File: src/rtl/oc8051_shared_mem_responder_pkg.sv
// Shared types and constants for the oc8051 shared-bus memory responder.
// Holds the FSM encoding, the privilege encoding and the range-fault read value.
package oc8051_shared_mem_responder_pkg;

    typedef enum logic [1:0] {
        StIdle = 2'd0,
        StWait = 2'd1,
        StAck  = 2'd2,
        StRec  = 2'd3
    } mr_state_e;

    localparam logic       PrivHi  = 1'b1;
    localparam logic [7:0] MrBadRd = 8'hFF;

    function automatic logic in_window(input logic [15:0] a,
                                       input logic [15:0] base,
                                       input logic [15:0] top);
        return (a >= base) && (a <= top);
    endfunction

endpackage

File: src/rtl/oc8051_resp_ram.sv
// Single-port synchronous byte RAM with a registered read port.
// A write cycle leaves the read register untouched.
module oc8051_resp_ram #(
    parameter int unsigned ADDR_W = 8
) (
    input  logic              clk_i,
    input  logic              en_i,
    input  logic              we_i,
    input  logic [ADDR_W-1:0] addr_i,
    input  logic [7:0]        wdata_i,
    output logic [7:0]        rdata_o
);

    logic [7:0] mem_q [2**ADDR_W];
    logic [7:0] rdata_q;

    always_ff @(posedge clk_i) begin
        if (en_i) begin
            if (we_i) begin
                mem_q[addr_i] <= wdata_i;
            end else begin
                rdata_q <= mem_q[addr_i];
            end
        end
    end

    assign rdata_o = rdata_q;

endmodule

File: src/rtl/oc8051_shared_mem_responder.sv
// Target-side responder for the dual-core shared-bus port: one request at a time,
// programmable wait states, privileged write-protect window and a sticky fault log.
module oc8051_shared_mem_responder
    import oc8051_shared_mem_responder_pkg::*;
#(
    parameter int unsigned ADDR_W      = 8,
    parameter int unsigned WAIT_STATES = 1,
    parameter logic [15:0] PROT_BASE   = 16'h00C0,
    parameter logic [15:0] PROT_TOP    = 16'h00FF
) (
    input  logic        clk,
    input  logic        rst,
    input  logic        stb,
    input  logic        wr,
    input  logic [15:0] addr,
    input  logic [7:0]  data_in,
    input  logic        priv_lvl,
    input  logic [15:0] dpc_ot,
    output logic        ack,
    output logic [7:0]  data_out,
    output logic        viol,
    output logic [15:0] viol_pc,
    output logic [15:0] viol_addr
);

    localparam logic [3:0] WaitInit = 4'(WAIT_STATES - 1);

    mr_state_e   state_q;
    logic [3:0]  cnt_q;
    logic        wr_q;
    logic [15:0] addr_q;
    logic [7:0]  wdata_q;
    logic        priv_q;
    logic [15:0] pc_q;
    logic        range_q;
    logic        ack_q;
    logic        viol_q;
    logic [7:0]  dout_q;
    logic [15:0] vpc_q;
    logic [15:0] vaddr_q;

    logic        in_idle;
    logic        req_wr;
    logic [15:0] req_addr;
    logic        req_priv;
    logic [15:0] req_pc;
    logic        range_flt;
    logic        prot_flt;
    logic        go_ack;
    logic        ram_en;
    logic        ram_we;
    logic [7:0]  ram_rdata;
    logic [7:0]  rd_val;

    // In IDLE the request is still on the bus; afterwards only the captured copy counts.
    always_comb begin
        in_idle   = (state_q == StIdle);
        req_wr    = in_idle ? wr       : wr_q;
        req_addr  = in_idle ? addr     : addr_q;
        req_priv  = in_idle ? priv_lvl : priv_q;
        req_pc    = in_idle ? dpc_ot   : pc_q;
        range_flt = (req_addr >> ADDR_W) != '0;
        prot_flt  = req_wr && (req_priv != PrivHi) && in_window(req_addr, PROT_BASE, PROT_TOP);
        go_ack    = (in_idle && stb && (WAIT_STATES == 0)) ||
                    ((state_q == StWait) && (cnt_q == 4'd0));
        ram_we    = (state_q == StAck) && wr_q && !viol_q;
        ram_en    = go_ack || ram_we;
        rd_val    = range_q ? MrBadRd : ram_rdata;
    end

    oc8051_resp_ram #(
        .ADDR_W (ADDR_W)
    ) u_ram (
        .clk_i   (clk),
        .en_i    (ram_en),
        .we_i    (ram_we),
        .addr_i  (req_addr[ADDR_W-1:0]),
        .wdata_i (wdata_q),
        .rdata_o (ram_rdata)
    );

    always_ff @(posedge clk) begin
        if (rst) begin
            state_q <= StIdle;
            cnt_q   <= 4'd0;
            wr_q    <= 1'b0;
            addr_q  <= 16'h0000;
            wdata_q <= 8'h00;
            priv_q  <= 1'b0;
            pc_q    <= 16'h0000;
            range_q <= 1'b0;
            ack_q   <= 1'b0;
            viol_q  <= 1'b0;
            dout_q  <= 8'h00;
            vpc_q   <= 16'h0000;
            vaddr_q <= 16'h0000;
        end else begin
            ack_q  <= 1'b0;
            viol_q <= 1'b0;
            if (go_ack) begin
                ack_q   <= 1'b1;
                viol_q  <= range_flt || prot_flt;
                range_q <= range_flt;
                if (range_flt || prot_flt) begin
                    vpc_q   <= req_pc;
                    vaddr_q <= req_addr;
                end
            end
            unique case (state_q)
                StIdle: begin
                    if (stb) begin
                        wr_q    <= wr;
                        addr_q  <= addr;
                        wdata_q <= data_in;
                        priv_q  <= priv_lvl;
                        pc_q    <= dpc_ot;
                        if (WAIT_STATES == 0) begin
                            state_q <= StAck;
                        end else begin
                            state_q <= StWait;
                            cnt_q   <= WaitInit;
                        end
                    end
                end
                StWait: begin
                    if (cnt_q == 4'd0) begin
                        state_q <= StAck;
                    end else begin
                        cnt_q <= cnt_q - 4'd1;
                    end
                end
                StAck: begin
                    state_q <= StRec;
                    if (!wr_q) begin
                        dout_q <= rd_val;
                    end
                end
                StRec: state_q <= StIdle;
                default: state_q <= StIdle;
            endcase
        end
    end

    // Read data is shown straight from the RAM in the ack cycle, then held.
    always_comb begin
        ack       = ack_q;
        viol      = viol_q;
        viol_pc   = vpc_q;
        viol_addr = vaddr_q;
        data_out  = (ack_q && !wr_q) ? rd_val : dout_q;
    end

endmodule

File: config.mk
export PLATFORM = sky130hd
export DESIGN_NAME = oc8051_shared_mem_responder
export DESIGN_NICKNAME = d
export VERILOG_FILES = /design/src/rtl/oc8051_shared_mem_responder_pkg.sv /design/src/rtl/oc8051_resp_ram.sv /design/src/rtl/oc8051_shared_mem_responder.sv
export SDC_FILE = /design/constraint.sdc
export NUM_CORES = 2
export LEC_CHECK = 0
export CAP_MARGIN = 40
export CORE_MARGIN = 2
export CORE_UTILIZATION = 40
export CTS_CLUSTER_SIZE = 28
export DETAILED_ROUTE_END_ITERATION = 12
export RECOVER_POWER = 25
export SETUP_SLACK_MARGIN = 0.15
export SLEW_MARGIN = 5
export SYNTH_ARGS = -nofsm -noshare
export SYNTH_HDL_FRONTEND = slang
export SYNTH_SLANG_ARGS = --single-unit
export TNS_END_PERCENT = 50
File: constraint.sdc
create_clock -name clk -period 4.85 [get_ports clk]
set_input_delay 0.97 -clock clk [delete_from_list [all_inputs] [get_ports clk]]
set_output_delay 0.97 -clock clk [all_outputs]
set_load 0.02 [all_outputs]
**Word-level counts from Yosys, hierarchy flattened**

Memories as Yosys holds them, arrays and structs flattened. A register that Yosys moved wholly into a read port is not among the register bits.
Index checks and enable logic that the tools add are counted.

- Bits in registers: 91
- Memory bits (writable): 2048
- Bits of input ports: 45
- Output and inout bits: 42
- Logic and storage cells: 65
- Memories kept: 1

Memory list:

| name | words | bits a word | read ports | clocked after Yosys merged registers in | write ports | line | RTL |
|---|---|---|---|---|---|---|---|
| u_ram.mem_q | 256 | 8 | 1 | 1 | 1 | oc8051_resp_ram.sv:14 | `logic [7:0] mem_q [2**ADDR_W];` |

- Add/subtract/negate cells: 1
- Order comparisons: 2
- Equality and inequality tests: 6
- Mux-type cells: 16
- Bitwise gates (word level): 4
- Reduce and logical (&&, ||, !) cells: 22

Operators with widths:

| operator | count |
|---|---|
| 16-bit two-way mux | 2 |
| 16-bit by 8-bit greater-or-equal comparator with 1-bit output (second input constant) | 1 |
| 16-bit by 8-bit less-or-equal comparator with 1-bit output (second input constant) | 1 |
| 8-bit two-way mux | 2 |
| 16-bit nonzero test | 1 |
| 2-bit AND reduction | 5 |
| 4-bit two-way mux | 2 |
| 2-bit one-hot mux with 4 select lines | 1 |
| 4-bit one-hot mux with 2 select lines | 1 |
| 1-bit logical AND | 7 |
| 1-bit two-way mux | 6 |
| 2-bit equality test (second input constant) | 2 |
| 4-bit zero test | 1 |
| 2-bit two-way mux | 2 |
| 2-bit inequality test (second input constant) | 2 |
| 1-bit inverter | 4 |
| 4-bit by 1-bit subtractor with 4-bit output (second input constant) | 1 |
| 3-bit AND reduction | 1 |
| 2-bit by 1-bit equality test with 1-bit output (second input constant) | 1 |
| 1-bit zero test | 2 |
| 2-bit zero test | 1 |
| 1-bit logical OR | 2 |
| 2-bit by 1-bit inequality test with 1-bit output (second input constant) | 1 |
| 2-bit nonzero test | 1 |
| 2-bit OR reduction | 1 |

**Longest topological paths before layout**

- Word-level depth: 7
- Mapped depth: 12
- Gate-level depth less buffers: 8

**By module**

From an unflattened synthesis, not the netlist that was laid out.

- Cell total of the unflattened synthesis: 3983
- Area total of the unflattened synthesis: 82545.4 um^2

By module, submodules not included:

| module | instances | cells each | area an instance (um^2) | seq. area each (um^2) |
|---|---|---|---|---|
| oc8051_resp_ram | 1 | 3526 | 78376.4 | 61739.2 |
| oc8051_shared_mem_responder | 1 | 457 | 4169.0 | 1821.7 |

**Worst setup path before layout**

No wires, ideal clock.

- Kind: flip-flop to flip-flop
- Start: reg wdata_q[0]
- End: mem u_ram.mem_q[0][0] (data pin)
- Setup time: 0.856 ns
- Arrival: 3.397 ns
- Data required time: 3.994 ns
- Path slack: 0.597 ns
- Cell stages (with the launch flop): 1
- Path buffers: 0
- Period minus slack after synthesis: 4.253 ns
- Cell sequence: dfxtp_1

RTL lines:

| item | line | RTL |
|---|---|---|
| from (decl) | oc8051_shared_mem_responder.sv:32 | `logic [7:0] wdata_q;` |
| from (signal assigned) | oc8051_shared_mem_responder.sv:114 | `wdata_q <= data_in;` |
| to (decl) | oc8051_resp_ram.sv:14 |  |

Straight into the memory's write port.

**Worst setup path in the final report**

- Start: reg wdata_q[2]
- End: mem u_ram.mem_q[58][2] (data pin)

Straight into the memory's write port.

==> key figures <==
Power
  – LEAKAGE: 30.1 nW
  – Worst vdd ir: 0.396 mV
  – Power per cell area: 519 nW/um^2

Yosys
  – YS warnings: 0
  – Share of the synthesized area in the top cell type: 75.4%
  – Avg Cell Area, Syn: between 20 and 25 um^2
  – Syn_nets: 3,969
  – Mapped Area: just over 80,000 um^2
  – Synth Instances: around 3,900
  – Synth area leader: edfxtp_1
  – Synth cell types: 35
  – Synth area leaders: edfxtp_1 (75%), mux4_2 (14%), a22oi_1 (2.5%), dfxtp_1 (2.2%), nor2_1 (1.4%)
  – Seq cells post-synth: roughly 2,100
  – Register area share after synthesis: between 70 and 80%

GRT
  – Global-route usage over all layers: 20.0%
  – Largest net degree at the start of global routing: ~190
  – Vias in the first global route: 42,076
  – Initial antenna violation count: 5
  – Overflow left after global routing: 0
  – First-pass GRT wire length: 304,000 um

Finish
  – Final net count: ~4,500
  – Area growth, synth to finish: 16.8%
  – Finished Layout Cells: 7,295
  – Layout cells sized above 1: ~28%

Critical path
  – CP required: approximately 5.2 ns
  – R2R Path End: u_ram.mem_q[58][2]
  – CP bufs+invs: 1
  – Crit path launch type: flip-flop
  – Critical path's slowest cell: dfxtp_1
  – Max stage delay on crit path: roughly 2.0 ns
  – CP Class: flip-flop to flip-flop
  – CP arrival: 4.65 ns
  – Worst setup EP type: flip-flop
  – R2R depth: 1
  – Crit-path leading delay family: flip-flops
  – Flop-to-flop setup slack: 0.55 ns
  – Worst Path Max Fanout: 140
  – Cell Chain, Critical Path: clkbuf_4
  – RR Startpoint: wdata_q[2]

Clocking
  – CTS H-tree depth: 4
  – Clock sinks: approximately 2,100
  – CTS Root Cell: clkbuf_16
  – Post-CTS setup buffers: 0
  – Total CTS buffers: 208
  – Clk buf depth: 3
  – Hold Buf Count CTS: 0
  – CTS tree: built
  – Reg clk slew, reported paths: approximately 0.060 ns
  – Post-cts resize count: 0
  – Clock latency on the worst-skew pair: 0.85 ns

Detailed routing
  – Avg Vias per Cell: 5.72
  – Final wirelength: 211,000 um
  – Detail Route Antenna Nets: 0
  – First-pass iteration count of the detailed router: 5
  – Initial DRC Count: between 5,000 and 6,000
  – DR vias: 41,718
  – Average wire per standard cell: 28.9 um
  – DRC viols: 0

STA
  – Slew @ Worst Pin: approximately 2.8 ns
  – Final setup viols: 0
  – Setup ws final: ~0.55 ns
  – Setup_tns: 0 ns
  – Post-layout min period: 4.30 ns
  – Slew Limit Headroom: -85.9%
  – Hold Fails Final Rpt: 0
  – Final period util: roughly nine tenths
  – RSZ-0062 raised after global routing: no
  – F_max: approximately 230 MHz
  – Worst Clk Skew: 0.0392 ns
  – Final slew viol count: 881

Placement
  – IO Port Bufs: 86
  – GPL Wtd Cong: 0.806
  – Dpl hpwl: 132,000 um
  – Post-Place Worst Slack: about 0.094 ns
  – Placed Cells: 6,920

Flow run
  – Max-Cap Viols: 10

Floorplanning
  – Initial Util: 40.1%
  – Core area: 204,000 um^2
  – Die X-Extent: 456 um
  – Site row count: between 150 and 200
  – Ports: 87
  – Die area: 208,000 um^2
  – Die height: ~460 um

Outcome
  – Violated checks: capacitance limit, slew limit
  – Status: finished, violations left

Hold path
  – Hold path startpoint: pc_q[4]
  – Hold Path Class: flip-flop to flip-flop
  – Hold path depth: 2
  – Worst Hold End: pc_q[4]
## Yosys cell counts (all sizes together)
cell    instances
nor3b           3
nand2         142
clkbuf        149
a22oi         272
o31ai           1
nor2b           4
edfxtp       2056
nor2          316
mux4          512
a21oi          47
nand3b          9
xnor2           1
o21bai          1
o21ai          46
inv             6
nand2b          4
nand3           4
mux2            2
mux2i          33
nor4            4
ha              4
or3b            6
xor2            2
nor3            3
nand4          72
buf            86
or3             3
and2            1
dfxtp          91
a211oi         40
## logic make-up after synthesis
| group | after synthesis | synth area share [%] |
|---|---|---|
| and+or+nand+nor | 571 | 2.99 |
| DFF | 2147 | 77.6 |
| muxes | 547 | 14.5 |
| xor gates and xnor gates | 3 | 0.0321 |
| buffers and inverters | 241 | 1.31 |
| AOI/OAI and AO/OA | 407 | 3.45 |
| adders and majority gates | 4 | 0.0611 |
## through the flow
| stage | cell area (um^2) | hold slack [ns] | util (%) | total power, mW |
|---|---|---|---|---|
| 6_report | 95600 | 0.452 | 46.9 | 49.6 |
| 5_1_grt | 95600 | 0.469 | 46.9 | 51.3 |
| 4_1_cts | 95700 | 0.455 | 46.9 | 50.0 |
| 3_5_place_dp | 89300 | 0.446 | 43.8 | 34.7 |
| 3_3_place_gp | 89200 | 0.441 | 43.7 | 34.6 |
| 2_1_floorplan | 81900 | 0.436 | - | 29.8 |
## registers in the layout, summed over array words and instances (netlist names), 2 cells and up
signal and flops:
cnt_q 4, state_q 2, addr_q 16, viol_pc 16, u_ram.rdata_o 8, pc_q 16
wdata_q 8, viol_addr 16, dout_q 8, u_ram.mem_q 2048
## per-layer routing
| metal | up-vias | part of all wire (%) | track usage, % |
|---|---|---|---|
| met1 | 22349 | 41 | 28.1 |
| li1 | 17406 | - | - |
| met4 | 4 | 2.5 | 5.47 |
| met2 | 1666 | 49 | 32.3 |
| met3 | 293 | 7.3 | 3.72 |
| met5 | - | 0.013 | 0 |
## cells in the final DEF, fill, tap and decap left out, types with 5 or more instances in the layout
cell type        netlist  final
clkdlybuf4s50_1        0     85
diode_2                0      6
a22oi_2                0     16
inv_6                  0      5
edfxtp_1            2056   2056
mux2i_1               33     33
buf_12                 0     43
clkbuf_1             149     51
clkbuf_4               0      5
nand3b_1               9      9
clkbuf_16              0    212
nand4_1               72     72
buf_4                 16    407
a21oi_1               47     46
clkinv_2               0     25
a22oi_1              272    256
o21ai_0               14     11
nand2_2                0      8
or3b_2                 6      6
nand2_1              142    134
o21ai_1               32     35
mux4_2               512    512
inv_1                  6      6
a211oi_1              40     40
clkinv_1               0     56
nor2_1               316    316
dfxtp_1               91     91
bufinv_16              0     13
## power breakdown
part	internal [mW]	total [mW]	switching, mW
Clock	8.67	15.4	6.77
Sequential	21.4	21.9	0.487
Combinational	5.26	12.3	7.04
## how the worst max path moves through the flow
stage / startpoint / to / slack [ns] / depth (start not counted)
6_report: wdata_q[2] / u_ram.mem_q[58][2] / 0.55 / 1
5_1_grt: wdata_q[2] / u_ram.mem_q[58][2] / 0.31 / 1
4_1_cts: state_q[0] / u_ram.rdata_o[4] / 0.76 / 10
3_5_place_dp: addr[0] / u_ram.rdata_o[4] / 0.09 / 9
3_3_place_gp: addr[0] / u_ram.rdata_o[4] / 0.05 / 9
2_1_floorplan: wdata_q[0] / u_ram.mem_q[0][0] / 0.60 / 0
## cell type report
type	count	area, um^2
Fill cell	16873	108000
Sequential cell	2147	63600
Multi-Input combinational cell	1532	17400
Clock buffer	262	5500
Timing Repair Buffer	547	4870
Tap cell	2688	3360
Clock inverter	107	888
Inverter	6	22.5
Antenna cell	6	15.0
Note: power is estimated with default switching activity, not from simulation.
